**src/rtl/mem_port_arbiter.sv**
```systemverilog
// Shares one single-port word RAM between instruction fetch and load/store.
// Loads get lane extraction. Sub-word stores use read-modify-write.
// Optional: define MEM_MISALIGN_TRAP_EN to add d_err and trap misaligned accesses.
module mem_port_arbiter #(
    parameter int WIDTH      = 32,
    parameter int ADDR_BITS  = 12,
    parameter int STARVE_MAX = 4
) (
    input  logic                 clk,
    input  logic                 rst,
    input  logic                 i_req,
    input  logic [WIDTH-1:0]     i_addr,
    output logic                 i_ready,
    output logic                 i_rvalid,
    output logic [WIDTH-1:0]     i_rdata,
    input  logic                 d_req,
    input  logic                 d_we,
    input  logic [WIDTH-1:0]     d_addr,
    input  logic [WIDTH-1:0]     d_wdata,
    input  logic [2:0]           d_funct3,
    output logic                 d_ready,
    output logic                 d_rvalid,
    output logic [WIDTH-1:0]     d_rdata,
    output logic [ADDR_BITS-1:0] ram_addr,
    output logic                 ram_wren,
    output logic [WIDTH-1:0]     ram_data,
    input  logic [WIDTH-1:0]     ram_q
`ifdef MEM_MISALIGN_TRAP_EN
    ,
    output logic                 d_err
`endif
);
    localparam logic [2:0] FN_B  = 3'b000;
    localparam logic [2:0] FN_H  = 3'b001;
    localparam logic [2:0] FN_BU = 3'b100;
    localparam logic [2:0] FN_HU = 3'b101;
    localparam logic [3:0] STARVE_LIM = 4'(STARVE_MAX);

    typedef enum logic [1:0] {IDLE, RD, RMW} state_t;

    state_t               state, state_nx;
    logic [3:0]           starve;
    logic                 fetch_win, can_accept, i_acc, d_acc;
    logic                 sz_b, sz_h, sz_w, mis;
    logic [WIDTH-1:0]     i_hold, d_hold, d_ext;
    logic                 unused_bits;

    logic                 src_fetch_p1;
    logic [2:0]           fn_p1;
    logic [1:0]           lane_p1;
    logic [ADDR_BITS-1:0] waddr_p1;
    logic [15:0]          wdata_p1;

    function automatic logic [WIDTH-1:0] load_ext(input logic [WIDTH-1:0] q,
                                                  input logic [2:0] fn,
                                                  input logic [1:0] lane);
        logic signed [7:0]  b;
        logic signed [15:0] h;
        b = q[{lane, 3'b000} +: 8];
        h = q[{lane[1], 4'b0000} +: 16];
        case (fn)
            FN_B:    load_ext = {{(WIDTH-8){b[7]}}, b};
            FN_BU:   load_ext = {{(WIDTH-8){1'b0}}, b};
            FN_H:    load_ext = {{(WIDTH-16){h[15]}}, h};
            FN_HU:   load_ext = {{(WIDTH-16){1'b0}}, h};
            default: load_ext = q;
        endcase
    endfunction

    function automatic logic [WIDTH-1:0] store_merge(input logic [WIDTH-1:0] q,
                                                     input logic [2:0] fn,
                                                     input logic [1:0] lane,
                                                     input logic [15:0] wd);
        store_merge = q;
        if (fn == FN_B)
            store_merge[{lane, 3'b000} +: 8] = wd[7:0];
        else
            store_merge[{lane[1], 4'b0000} +: 16] = wd;
    endfunction

    // Data port wins unless it is idle or fetch has been refused STARVE_MAX times.
    assign can_accept = rst && (state != RMW);
    assign fetch_win  = i_req && (!d_req || (starve == STARVE_LIM));
    assign i_ready    = can_accept && fetch_win;
    assign d_ready    = can_accept && !fetch_win;
    assign i_acc      = i_req && i_ready;
    assign d_acc      = d_req && d_ready;

    assign sz_b = d_we ? (d_funct3 == FN_B) : (d_funct3 == FN_B || d_funct3 == FN_BU);
    assign sz_h = d_we ? (d_funct3 == FN_H) : (d_funct3 == FN_H || d_funct3 == FN_HU);
    assign sz_w = !sz_b && !sz_h;

`ifdef MEM_MISALIGN_TRAP_EN
    assign mis = (sz_h && d_addr[0]) || (sz_w && (d_addr[1:0] != 2'b00));
`else
    assign mis = 1'b0;
`endif

    assign d_ext    = load_ext(ram_q, fn_p1, lane_p1);
    assign i_rvalid = (state == RD) && src_fetch_p1;
    assign d_rvalid = (state == RD) && !src_fetch_p1;
    assign i_rdata  = i_rvalid ? ram_q : i_hold;
    assign d_rdata  = d_rvalid ? d_ext : d_hold;

    assign unused_bits = ^{i_addr[WIDTH-1:ADDR_BITS+2], i_addr[1:0],
                           d_addr[WIDTH-1:ADDR_BITS+2]};

    always_comb begin
        state_nx = state;
        ram_addr = '0;
        ram_wren = 1'b0;
        ram_data = '0;
        case (state)
            RMW: begin
                ram_addr = waddr_p1;
                ram_wren = 1'b1;
                ram_data = store_merge(ram_q, fn_p1, lane_p1, wdata_p1);
                state_nx = IDLE;
            end
            default: begin
                state_nx = IDLE;
                if (i_acc) begin
                    ram_addr = i_addr[ADDR_BITS+1:2];
                    state_nx = RD;
                end else if (d_acc) begin
                    ram_addr = d_addr[ADDR_BITS+1:2];
                    if (mis)
                        state_nx = IDLE;
                    else if (!d_we)
                        state_nx = RD;
                    else if (sz_w) begin
                        ram_wren = 1'b1;
                        ram_data = d_wdata;
                    end else
                        state_nx = RMW;
                end
            end
        endcase
    end

    always_ff @(posedge clk or negedge rst) begin
        if (!rst) begin
            state  <= IDLE;
            starve <= '0;
            i_hold <= '0;
            d_hold <= '0;
        end else begin
            state <= state_nx;
            if (i_req && !i_ready) begin
                if (starve != STARVE_LIM)
                    starve <= starve + 4'd1;
            end else
                starve <= '0;
            if (state == RD) begin
                if (src_fetch_p1)
                    i_hold <= ram_q;
                else
                    d_hold <= d_ext;
            end
            if (d_acc && mis && !d_we)
                d_hold <= '0;
        end
    end

`ifdef MEM_MISALIGN_TRAP_EN
    always_ff @(posedge clk or negedge rst) begin
        if (!rst)
            d_err <= 1'b0;
        else
            d_err <= d_acc && mis;
    end
`endif

    // p1: accepted request captured for the RD response or the RMW write
    always_ff @(posedge clk) begin
        if (i_acc || d_acc) begin
            src_fetch_p1 <= i_acc;
            fn_p1        <= d_funct3;
            lane_p1      <= d_addr[1:0];
            waddr_p1     <= d_addr[ADDR_BITS+1:2];
            wdata_p1     <= d_wdata[15:0];
        end
    end

endmodule

```
**config.mk**
```make
export PLATFORM = sky130hd
export DESIGN_NAME = mem_port_arbiter
export DESIGN_NICKNAME = d
export VERILOG_FILES = /design/src/rtl/mem_port_arbiter.sv
export SDC_FILE = /design/constraint.sdc
export NUM_CORES = 1
export LEC_CHECK = 0
export BUFFER_PORTS_ARGS = -buffer_cell sky130_fd_sc_hd__buf_2
export CELL_PAD_IN_SITES_DETAIL_PLACEMENT = 0
export CELL_PAD_IN_SITES_GLOBAL_PLACEMENT = 1
export CORE_MARGIN = 3
export CORE_UTILIZATION = 30
export DETAILED_ROUTE_END_ITERATION = 7
export GPL_TIMING_DRIVEN = 0
export PLACE_DENSITY = 0.75
export SYNTH_ARGS = -nofsm -noshare
export SYNTH_HDL_FRONTEND = slang
export SYNTH_SLANG_ARGS = --single-unit
```
**constraint.sdc**
```tcl
create_clock -name clk -period 4.4 [get_ports clk]
set_input_delay 1.1 -clock clk [delete_from_list [all_inputs] [get_ports clk]]
set_output_delay 1.1 -clock clk [all_outputs]
set_load 0.05 [all_outputs]
```
# Word-level counts from Yosys, hierarchy flattened
# Index checks and enable logic that the tools add are counted.
# Widths: inputs -> output; s select.
# word_totals
output_inout_bits	113
inputBits	136
elab_cells	83
regBits	104
# op_classes
n_mux	28
n_shift	6
n_eq_ne	12
bitwise_logic	1
n_addsub	3
n_reduce_logical	24
# op_table
cell	n
$mux 32	8
$pmux 32 s4	1
$bwmux 32	2
$mux 12	3
$shift 16x7->32 const A	1
$shift 8x7->32 const A	1
$shiftx 16x7->32	1
$shiftx 32x6->16	1
$shiftx 32x6->8	1
$shiftx 8x7->32	1
$neg 5->7	2
$eq 3x3->1 const B	4
$logic_and 1x1->1	10
$mux 2	5
$mux 4	2
$mux 1	7
$eq 3x1->1 const B	2
$logic_not 1->1	6
$logic_not 3->1	2
$add 4x1->4 const B	1
$eq 4x3->1 const B	1
$logic_or 1x1->1	4
$ne 4x3->1 const B	1
$reduce_and 2->1	2
other kinds (5)	5

# Logic depth before layout (Yosys ltp)
# Gate-level depths: netlist of the first run.
# depth
ltp_word	10
ltp_mapped	7
ltp_nobuf	6

# Worst setup path after synthesis of the first run
# No wires, ideal clock.
# synth_path
path_kind	input to output
from	input port ram_q[14]
to	output port d_rdata[6]
t_arrival_ps	2986
cell_stages	3
n_path_buf	0
path_slack_ps	314
required_ps	3300
cell_sequence	o21ai_0 -> and3_1 -> o41ai_1
# synth_via
elab_chain_len	3
# synth_rtl
item	line	text
from (decl)	27	input logic [WIDTH-1:0] ram_q
$shiftx 32x6->8	59	b = q[{lane, 3'b000} +: 8];
$pmux 32 s4	61	case (fn)
$mux 32	103	assign d_rdata = d_rvalid ? d_ext : d_hold;
to (decl)	23	output logic [WIDTH-1:0] d_rdata,
# No other way between the ends.

# Worst setup path in the final report of the first run
# layout_path
from	input port rst
to	output port ram_data[10]
# layout_via
elab_chain_len	6
elab_cells_between_ends	8
cone_classes	mux (3); reduce/logical (5)
# layout_rtl
item	line	text
from (decl)	10	input logic rst,
$logic_and 1x1->1 (*)	82	assign can_accept = rst && (state != RMW);
$logic_and 1x1->1	85	assign d_ready = can_accept && !fetch_win;
$logic_and 1x1->1	87	assign d_acc = d_req && d_ready;
$mux 32	125	end else if (d_acc) begin
$mux 32 (*)	122	if (i_acc) begin
$mux 32 (*)	113	case (state)
to (decl)	26	output logic [WIDTH-1:0] ram_data,
# Mark *: on every way between the ends. The rest lies on a longest branch, timed or not.

==> results.md, run 1 <==
- Worst slew pin tran: 574 ps
- Final Core Density: 40.4%
- YS warnings: 0
- Fin cells: 1027
- MaxCap Viol Count: 0
- Total power: 0.00346 W
- Routed vias: 5448
- Unique masters post-synth: 56
- Overflow after GRT: 0
- CTS tree: yes
- Fin crit share: 95.5%
- Pwr/cell area: 450 nW/µm²
- Reg-to-reg slack, setup: 2440 ps
- FMAX: 0.238 GHz
- Setup Skew: 11.2 ps
- # clock sinks: 104
- Most common cell after layout, fill and taps aside: buf_2
- Cells after Synth: 538
- Final hold violations: 0
- Avg WL per Cell: 21.2 µm
- Post-Route WL: 21.8 mm
- Setup tns final: 0 ps
- CTS Buffer Depth: 2
- Max IR drop VDD: 0.000196 V
- DRT Pass-1 Iters: 5
- Synth Register Bits: 104
- GRT Max-Usage Layer: met2
- Clk_lat worst skew: 360 ps
- Min-delay worst type: reg -> reg
- Status: complete, no violations
- Mapped Nets: 681
- Clock Tree Root: clkbuf_16
- Main synth FF type: dfrtp_1
- Diode count: 0
- Met2 Track Usage GR: 30.5%
- Die area: 21500 µm²
- Largest net degree at the start of global routing: 49
- # setup viols final: 0
- Row count: 50
- Clock-pin slew on the worst setup and hold paths: 80 ps
- Met3 GRT Util: 5.12%
- Fill cells: 1952
- Die height: 147 µm
- Critical path class: in -> out
- GRT Overall Usage: 19.9%
- Die width: 147 µm
- Vias per cell: 5.30
- First-pass GRT wire length: 33.0 mm
- RSZ-0062 raised after global routing: false
- Static Leak: 3.54 nW
- Via count of the first global-routing pass: 5258
- Cell Area, Synth: 5920 µm²
- PortBufs: 210
- Post-synth EDFFs: 34
- Nets: 905
- Area grow syn2layout: 29.7%
- Critical path fanouts, max: 48
- CP required: 3300 ps
- H-tree depth reported by CTS: 3
- Slew margin rel.: 61.5%
- Initial Utilization: 31.1%
- Sequential area share after synthesis: 46.8%
- Initial drt markers: 426
- Final ANT Viol Nets: 0
- M1 GR Usage: 27.3%
- Dpl hpwl: 16.5 mm
- CP arrival: 3100 ps
- Period minus WS final: 4200 ps
- CP startpoint kind: primary input
- Gpl congestion: 0.844
- Asr flop ratio synth: 67.3%
- Ports: 249
- Ratio of cells with drive above 1 in the final layout: 42.1%
- Multi-input gate area: 2900 µm²
- Core Box Area: 19000 µm²
- Mean area per synthesized cell: 11.0 µm²
- CTS buffer count: 9
- Register area: 2770 µm²
- Initial antenna violation count: 0
- Pins Over Slew Limit: 0
- Most frequent cells in the layout: buf_2 (228), dfrtp_1 (70), a21oi_1 (48)
- Residual DRC count: 0
- Setup crit end kind: primary output
- Placed cells: 1010
==> final cells by class <==
| class | count | share of cell area (%) |
|---|---|---|
| plain buffers | 41 | 2.85 |
| clock buffers | 10 | 3.26 |
| clock inverters | 6 | 0.602 |
| inverters | 13 | 0.635 |
| multi-input cells | 380 | 37.8 |
| flip-flops and latches | 104 | 36.1 |
| well taps | 260 | 4.23 |
| repair buffers | 213 | 14.6 |
==> worst paths after layout <==
kind,start,end,depth (start not counted)
min in group asynchronous,rst,i_hold[23],1
hold / removal,i_hold[5],i_hold[5],2
max in group asynchronous,rst,state[1],2
setup reg to reg,fn_p1[0],d_hold[15],4
hold reg to reg,i_hold[5],i_hold[5],2
setup / recovery,rst,ram_data[10],8
==> cell families after synthesis <==
logic type,share of synthesized area [%]
AOI/OAI and AO/OA,25.3
and+or+nand+nor,10.8
DFF,46.8
muxes,10.8
buffers and inverters,4.52
adders and majority gates,1.48
xor gates and xnor gates,0.296
==> worst max-delay path, stage by stage <==
cell     delay [ps]
buf_4           300
buf_16          300
nand2_1         260
nor3_4          220
buf_12          150
buf_2           260
a22o_1          190
buf_2           280
==> flip-flops by register name, summed over array words and instances, names as in the netlist <==
| register | flops |
|---|---|
| lane_p1 | 2 |
| waddr_p1 | 12 |
| starve | 4 |
| src_fetch_p1 | 1 |
| i_hold | 32 |
| d_hold | 32 |
| wdata_p1 | 16 |
| state | 2 |
| fn_p1 | 3 |
==> power by group <==
group / internal (W) / total, W / switching (W)
sequential: 0.00118 / 0.00125 / 0.0000692
clock: 0.000426 / 0.000824 / 0.000398
combinational: 0.000353 / 0.00139 / 0.00103
total: 0.00196 / 0.00346 / 0.00150
==> per-stage QoR <==
| step | setup slack [ps] | hold slack, ps | cell area, µm² |
|---|---|---|---|
| floorplan | 314 | 507 | 5920 |
| global placement | -1370 | 452 | 7300 |
| detailed placement | -118 | 457 | 7360 |
| CTS | 24.8 | 476 | 7660 |
| global route | 21.8 | 494 | 7680 |
| finish | 200 | 476 | 7680 |
==> routing by layer <==
metal,vias up,share of wire (%),wire [µm]
met5,-,0,0
met4,0,2.7,581
met3,35,7.4,1600
met2,233,47,10200
met1,2649,43,9420
li1,2531,-,-
==> synthesized netlist by cell type, types with 5 or more instances <==
cell type,number,area share (%)
nor3_1,8,0.68
buf_1,5,0.32
dfrtp_1,70,30
o211ai_1,17,2.2
inv_1,11,0.70
clkbuf_1,10,0.63
buf_2,19,1.6
a31oi_1,6,0.63
edfxtp_1,34,17
nand3b_1,9,1.1
a22o_1,32,4.7
nand2_1,46,2.9
a21o_1,12,1.5
mux2i_1,20,3.4
o21ai_2,10,1.5
a21oi_1,48,4.1
nand2b_1,10,1.1
o21ai_0,21,1.8
o221a_2,6,1.1
ha_1,7,1.5
a221o_1,28,4.7
nor2_1,11,0.70
and2_1,8,0.84
mux2_2,37,7.0
==> repair_timing <==
| item | 4_1_cts | 5_1_grt |
|---|---|---|
| resized for setup | 1 | 1 |
| endpoints found under the setup margin | 30 | 40 |
| pin swaps | 0 | 1 |
| setup buffers | 0 | 1 |
| hold buffers | 0 | 0 |
Power figures use the tool's default switching activity.
==> run 2: changes to the inputs <==
- SETUP_SLACK_MARGIN: not set -> 0.4
==> run 2 against run 1 <==
Net effect:
- critical path depth shrank 1
- sequential cell count is the same
- cell area grew 0.24%
- wire length shrank 0.10%
- non-clock buffer count grew 2
- global-route usage shrank 0.062 points
- clock power grew 0.8%
- register-to-register slack is essentially flat
- utilization grew 0.099 points
- critical path type unchanged
==> results.md, run 2 (same netlist as run 1, synthesis figures left out) <==
- GRT Overall Usage: 19.8% (-0.062 points)
- Reg-to-reg slack, setup: 2440 ps (about the same)
- Pwr/cell area: 451 nW/µm² (about the same)
- Gpl congestion: 0.845 (+0.14%)
- Worst reg2reg path startpoint: fn_p1[0]
- Min-delay worst type: reg -> reg
- Row count: 50 (unchanged)
- PortBufs: 210 (unchanged)
- Power share of the clock group: 23.9% (about the same)
- Post-CTS Hold Fix Bufs: 0 (unchanged)
- Largest net degree at the start of global routing: 42 (-14%)
- CTS buffer count: 9 (unchanged)
- Initial antenna violation count: 2 (+2)
- Setup Skew: 6.04 ps (-5.18 ps)
- Period minus WS final: 3820 ps (-385 ps)
- Residual DRC count: 0 (unchanged)
- Clk_lat worst skew: 350 ps (about the same)
- MaxCap Viol Count: 0 (unchanged)
- Sw Share: 42.8% (-0.51 points)
- Dpl hpwl: 16.5 mm (-0.45%)
- Seq pwr share: 36.1% (about the same)
- Hold Path Sink: d_hold[6]
- DRT Pass-1 Iters: 5 (unchanged)
- Setup crit end kind: primary output
- Post-Route WL: 21.8 mm (-0.10%)
- CP arrival: 2720 ps (-380 ps)
- Multi-input gate area: 2920 µm² (+0.60%)
- Reg-to-Reg End: d_hold[15]
- Via count of the first global-routing pass: 5391 (+2.5%)
- First-pass GRT wire length: 33.0 mm (+0.10%)
- Initial Utilization: 31.1% (unchanged)
- FMAX: 0.262 GHz (+10%)
- Clock Tree Root: clkbuf_16
- Most common cell after layout, fill and taps aside: buf_2
- CTS Buffer Depth: 2 (unchanged)
- # clock sinks: 104 (unchanged)
- Clock-pin slew on the worst setup and hold paths: 70 ps (about the same)
- Combinational Power Share: 39.9% (about the same)
- Die width: 147 µm (unchanged)
- H-tree depth reported by CTS: 3 (unchanged)
- Fill cells: 1936 (-0.82%)
- Placed cells: 1010 (unchanged)
- Slew margin rel.: 60.2% (-1.3 points)
- Final hold violations: 0 (unchanged)
- Worst hold path depth: 2 (unchanged)
- Final ANT Viol Nets: 0 (unchanged)
- Cell count of the worst reg-to-reg path: 4 (unchanged)
- Critical path class: in -> out
- Static Leak: 3.54 nW (about the same)
- Avg WL per Cell: 21.1 µm (-0.39%)
- # setup viols final: 0 (unchanged)
- Vias per cell: 5.35 (+0.93%)
- CP required: 3300 ps (about the same)
- Final worst slack: 584 ps (+385 ps)
- Critical path fanouts, max: 32 (-33%)
- Core Box Area: 19000 µm² (unchanged)
- Hold_sp: d_hold[6]
- RSZ-0062 raised after global routing: false
- Largest registers: d_hold (32), i_hold (32), wdata_p1 (16)
- Area grow syn2layout: 30.1%
- Die height: 147 µm (unchanged)
- Register area: 2770 µm² (unchanged)
- Ratio of cells with drive above 1 in the final layout: 42.4% (+0.28 points)
- Die area: 21500 µm² (unchanged)
- Status: complete, no violations
- Nets: 907 (+0.22%)
- Overflow after GRT: 0 (unchanged)
- Ports: 249 (unchanged)
- Max IR drop VDD: 0.000205 V (+4.6%)
- CP startpoint kind: primary input
- Worst slew pin tran: 594 ps (+20.0 ps)
- P_sw: 0.00149 W (-0.89%)
- CTS tree: yes
- Power Internal: 0.00198 W (+1.2%)
- Initial drt markers: 414 (-2.8%)
- Dpl ws: 41.7 ps (+160 ps)
- Most frequent cells in the layout: buf_2 (228), dfrtp_1 (70), a21oi_1 (48)
- Fin cells: 1030 (+0.29%)
- Routed vias: 5515 (+1.2%)
- Pins Over Slew Limit: 0 (unchanged)
- Fin crit share: 86.7% (-8.7 points)
run 2: cell types whose count changed in the layout (fill, tap and decap cells not counted), sizes merged:
| cell | change |
|---|---|
| buf | +2 |
| inv | -2 |
| bufinv | +1 |
| clkbuf | +1 |
| clkinv | -1 |
| clkinvlp | +1 |
| diode | +1 |
run 2: worst max path at each step:
stage,from,to,slack (ps),cells after the start
after global placement,rst,wdata_p1[8],-1500,3
after detailed placement,rst,ram_data[26],40,6
final,rst,ram_data[10],580,7
after global routing,rst,ram_data[4],430,7
after floorplan,ram_q[23],d_rdata[16],460,5
after CTS,lane_p1[1],ram_data[0],430,7
run 2: cell type report:
cell class,instances,share of cell area (%)
well taps,260,4.22
repair buffers,215,14.5
plain buffers,41,2.84
flip-flops and latches,104,36.0
clock buffers,11,3.02
diodes,1,0.0325
multi-input cells,380,37.9
clock inverters,5,0.828
inverters,13,0.633
run 2: through the flow:
step           utilization, %  instance area [µm²]  power, W  hold WS [ps]  setup TNS, ps
5_1_grt                  40.5                 7700   0.00362           508              0
4_1_cts                  40.4                 7690   0.00351           468              0
2_1_floorplan               -                 5930   0.00228           507              0
3_5_place_dp             38.7                 7360   0.00266           452              0
3_3_place_gp             38.4                 7310   0.00264           444         -95260
6_report                 40.5                 7700   0.00347           463              0
run 2: layer usage:
layer  up-vias  global-route usage (%)  wire, µm
met5         -                       0        13
met4         2                    6.68       600
met3        41                    5.00      1590
met2       257                    31.3     10200
met1      2682                    26.5      9340
li1       2533                       -         -
run 2: repair_timing:
item                       CTS  global route
resized for setup            3             3
setup endpoints to repair   43            22
buffers inserted             3             0
pin swaps                    1             0
run 2: power groups by stage:
stage          combinational, W  sequential (W)  clock (W)
6_report                0.00139         0.00125   0.000831
5_1_grt                 0.00146         0.00127   0.000891
4_1_cts                 0.00139         0.00125   0.000858
3_5_place_dp            0.00139         0.00127          0
3_3_place_gp            0.00137         0.00127          0
2_1_floorplan           0.00103         0.00125          0
run 2: worst max-delay path, stage by stage:
cell and delay [ps]:
buf_6 280, nand2_2 210, nor3_4 170, buf_4 180
buf_2 260, a22o_1 220, buf_2 270
==> run 3: changes to the inputs <==
- ABC_AREA: not set -> 1
- PLACE_DENSITY: 0.75 -> 0.79
==> run 3 against run 2 <==
Net effect:
- sequential share of layout area decreased by 2.4 points
- non-clock buffer count grew 14
- critical endpoint is now ram_data[20]
- largest cell class unchanged
- fmax down 1.1%
- setup slack worse by 41 ps
- power grew 3.5%
- count of clock-buffer cells in the layout is 1 lower
- sequential power about the same
- sequential cell count did not move
==> results.md, run 3 <==
- Routed vias: 6902 (+25%)
- Power share of the clock group: 22.5% (-1.4 points)
- Residual DRC count: 0 (unchanged)
- Initial Utilization: 31.1% (-0.059 points)
- Final hold violations: 0 (unchanged)
- CP startpoint kind: primary input
- Dpl hpwl: 19.4 mm (+18%)
- Reg-to-Reg End: wdata_p1[7]
- Worst reg2reg path startpoint: starve[0]
- Clock-pin slew on the worst setup and hold paths: 70 ps (about the same)
- Main synth FF type: dfrtp_1
- Most used cell, CP: buf_4
- Reg-to-reg slack, setup: 1790 ps (-650 ps)
- Max IR drop VDD: 0.000216 V (+5.0%)
- CP cell instances: buf_12 > buf_16 > inv_1 > nor2_4 > and2_1 > buf_2 > buf_4 > nand3_1 > nand2_1 > buf_4
- Critical Path Source: rst
- Most common cell in the netlist: nand2_1
- Ports: 249 (unchanged)
- Die area: 23100 µm² (+7.6%)
- Die height: 152 µm (+3.7%)
- Unique masters post-synth: 30 (-46%)
- Largest registers: d_hold (32), i_hold (32), wdata_p1 (16)
- Slowest CP cell: buf_4
- CTS buffer count: 9 (unchanged)
- Mean area per synthesized cell: 7.10 µm² (-35%)
- Gpl congestion: 0.882 (+4.5%)
- Slew margin rel.: 42.2% (-18 points)
- Synth cell count leaders: nand2_1 (292), nand3_1 (121), dfrtp_1 (70), inv_1 (67), a21oi_1 (63)
- Critical path class: in -> out
- CTS tree: yes
- Final ANT Viol Nets: 0 (unchanged)
- YS warnings: 0 (unchanged)
- Vias per cell: 4.92 (-8.1%)
- Die width: 152 µm (+3.7%)
- Worst slew pin tran: 863 ps (+270 ps)
- Critical path fanouts, max: 25 (-22%)
- Cell Area, Synth: 6390 µm² (+7.9%)
- CP max stage delay: 210 ps (-70 ps)
- PortBufs: 210 (unchanged)
- Most frequent cells in the layout: nand2_1 (291), buf_2 (209), nand3_1 (120)
- Sequential area share after synthesis: 43.4% (-3.4 points)
- Total power: 0.00359 W (+3.5%)
- Avg WL per Cell: 17.7 µm (-16%)
- Cell count of the worst reg-to-reg path: 8 (+4)
- MaxCap Viol Count: 0 (unchanged)
- Row count: 52 (+4.0%)
- Setup crit end kind: primary output
- Most common cell after layout, fill and taps aside: nand2_1
- CP arrival: 2760 ps (+40 ps)
- Top cell type's share of synthesized area: 27.4% (-2.2 points)
- Synth Register Bits: 104 (unchanged)
- Pwr/cell area: 435 nW/µm² (-3.5%)
- FMAX: 0.259 GHz (-1.1%)
- Pins Over Slew Limit: 0 (unchanged)
- Sw Share: 45.4% (+2.6 points)
- # setup viols final: 0 (unchanged)
- Overflow after GRT: 0 (unchanged)
- Initial antenna violation count: 1 (-1)
- Via count of the first global-routing pass: 6685 (+24%)
- Setup tns final: 0 ps (unchanged)
- Status: complete, no violations
- H-tree depth reported by CTS: 3 (unchanged)
- CP required: 3300 ps (about the same)
- CTS Buffer Depth: 2 (unchanged)
- # clock sinks: 104 (unchanged)
- Core Box Area: 20600 µm² (+8.1%)
- DRT Pass-1 Iters: 5 (unchanged)
- RSZ-0062 raised after global routing: false
- Period minus WS final: 3860 ps (+41.5 ps)
- Ratio of cells with drive above 1 in the final layout: 25.1% (-17 points)
- Setup Skew: 14.1 ps (+8.10 ps)
- Mapped Nets: 1043 (+53%)
- Post-Route WL: 24.9 mm (+14%)
- First-pass GRT wire length: 38.4 mm (+16%)
- Critical path endpoint: ram_data[20]
- P_sw: 0.00163 W (+9.8%)
- Largest area contributor in the netlist: dfrtp_1
- Min-delay worst type: reg -> reg
- Combinational Power Share: 42.5% (+2.6 points)
- Seq pwr share: 34.9% (-1.2 points)
- Area grow syn2layout: 29.2%
- Fin crit share: 87.7% (+0.94 points)
- Post-CTS Hold Fix Bufs: 0 (unchanged)
- Power Internal: 0.00196 W (-1.2%)
- Static Leak: 4.18 nW (+18%)
- Initial drt markers: 456 (+10%)
- Nets: 1269 (+40%)
- Area contributors post-synth: dfrtp_1 (27%), nand2_1 (17%), edfxtp_1 (16%)
- Largest net degree at the start of global routing: 35 (-17%)
- Asr flop ratio synth: 67.3% (unchanged)
- GRT Overall Usage: 20.9% (+1.1 points)
- Cells after Synth: 900 (+67%)
- Clk_lat worst skew: 370 ps (+20 ps)
- Post-synth EDFFs: 34 (unchanged)
- Clock Tree Root: clkbuf_16
-- run 3: cell count changes after synthesis, sizes merged, moves of 12 or more --
cell / previous run / this run
nand4: 1 / 14
clkbuf: 10 / 28
a22o: 32 / 0
a21o: 12 / 0
a221o: 28 / 0
inv: 12 / 70
nand3: 1 / 121
a21oi: 51 / 63
nand2: 46 / 292
or2: 1 / 17
o21ai: 32 / 74
nor2: 12 / 52
mux2i: 20 / 0
mux2: 37 / 0
-- run 3: worst min-delay path by stage --
| stage | from | endpoint | slack [ps] | depth (start not counted) |
|---|---|---|---|---|
| 5_1_grt | d_hold[8] | d_hold[8] | 500 | 2 |
| 4_1_cts | i_hold[1] | i_hold[1] | 470 | 2 |
| 3_3_place_gp | i_hold[4] | i_hold[4] | 450 | 2 |
| 2_1_floorplan | starve[0] | starve[0] | 540 | 2 |
| 3_5_place_dp | i_hold[1] | i_hold[1] | 460 | 2 |
| 6_report | i_hold[1] | i_hold[1] | 470 | 2 |
-- run 3: cell families (layout without fill, tap and decap cells) --
| group | count (synthesis) | count (layout) | share of synthesized area (%) |
|---|---|---|---|
| buffers and inverters | 130 | 361 | 8.61 |
| flip-flops | 104 | 104 | 43.4 |
| AO/OA/AOI/OAI | 155 | 155 | 12.8 |
| XOR/XNOR | 2 | 2 | 0.274 |
| other | 0 | 1 | 0 |
| AND/OR/NAND/NOR | 502 | 502 | 33.5 |
| adder cells (fa/ha/maj) | 7 | 7 | 1.37 |
-- run 3: final cells by class --
type	count	area (µm²)
fill	2262	12300
multi-input combinational	666	3100
sequential	104	2770
timing repair buffer	215	1190
tap	270	338
inverter	75	289
buffer	55	274
clock buffer	10	239
clock inverter	6	50.0
antenna	1	2.50
-- run 3: critical path, delay by kind of cell --
family,cells,cell delay [ps]
buffers and inverters,6,1070
and+or+nand+nor,4,550
-- run 3: metrics by stage --
stage	setup WS, ps	utilization (%)	instance area (µm²)	cells	hold slack [ps]
after global routing	397	40.2	8260	1402	499
final	543	40.2	8260	1402	468
after floorplan	557	-	6390	900	542
after global placement	-616	37.8	7780	1380	448
after detailed placement	91.8	38.0	7810	1381	455
after CTS	402	39.9	8200	1400	472
-- run 3: timing repair --
item / 4_1_cts / 5_1_grt
gates cloned: 1 / 0
resized for setup: 17 / 17
pin swaps: 2 / 1
hold endpoints to repair: 0 / 0
setup endpoints to repair: 47 / 32
buffers inserted: 2 / 1
-- run 3: routing by layer --
metal  share of wire (%)  wire [µm]  vias to the layer above  GRT usage [%]
met3                 5.2       1300                       37           2.87
li1                    -          -                     3416              -
met2                  46      11400                      249           32.8
met5                   0          0                        -              0
met1                  47      11600                     3200           29.9
met4                 2.3        565                        0           6.68
-- run 3: power by group through the flow --
stage	clock, W	combinational, W	sequential [W]
after floorplan	0	0.00111	0.00126
after global placement	0	0.00150	0.00127
after detailed placement	0	0.00151	0.00128
after CTS	0.000827	0.00153	0.00126
after global routing	0.000858	0.00164	0.00127
final	0.000810	0.00153	0.00126
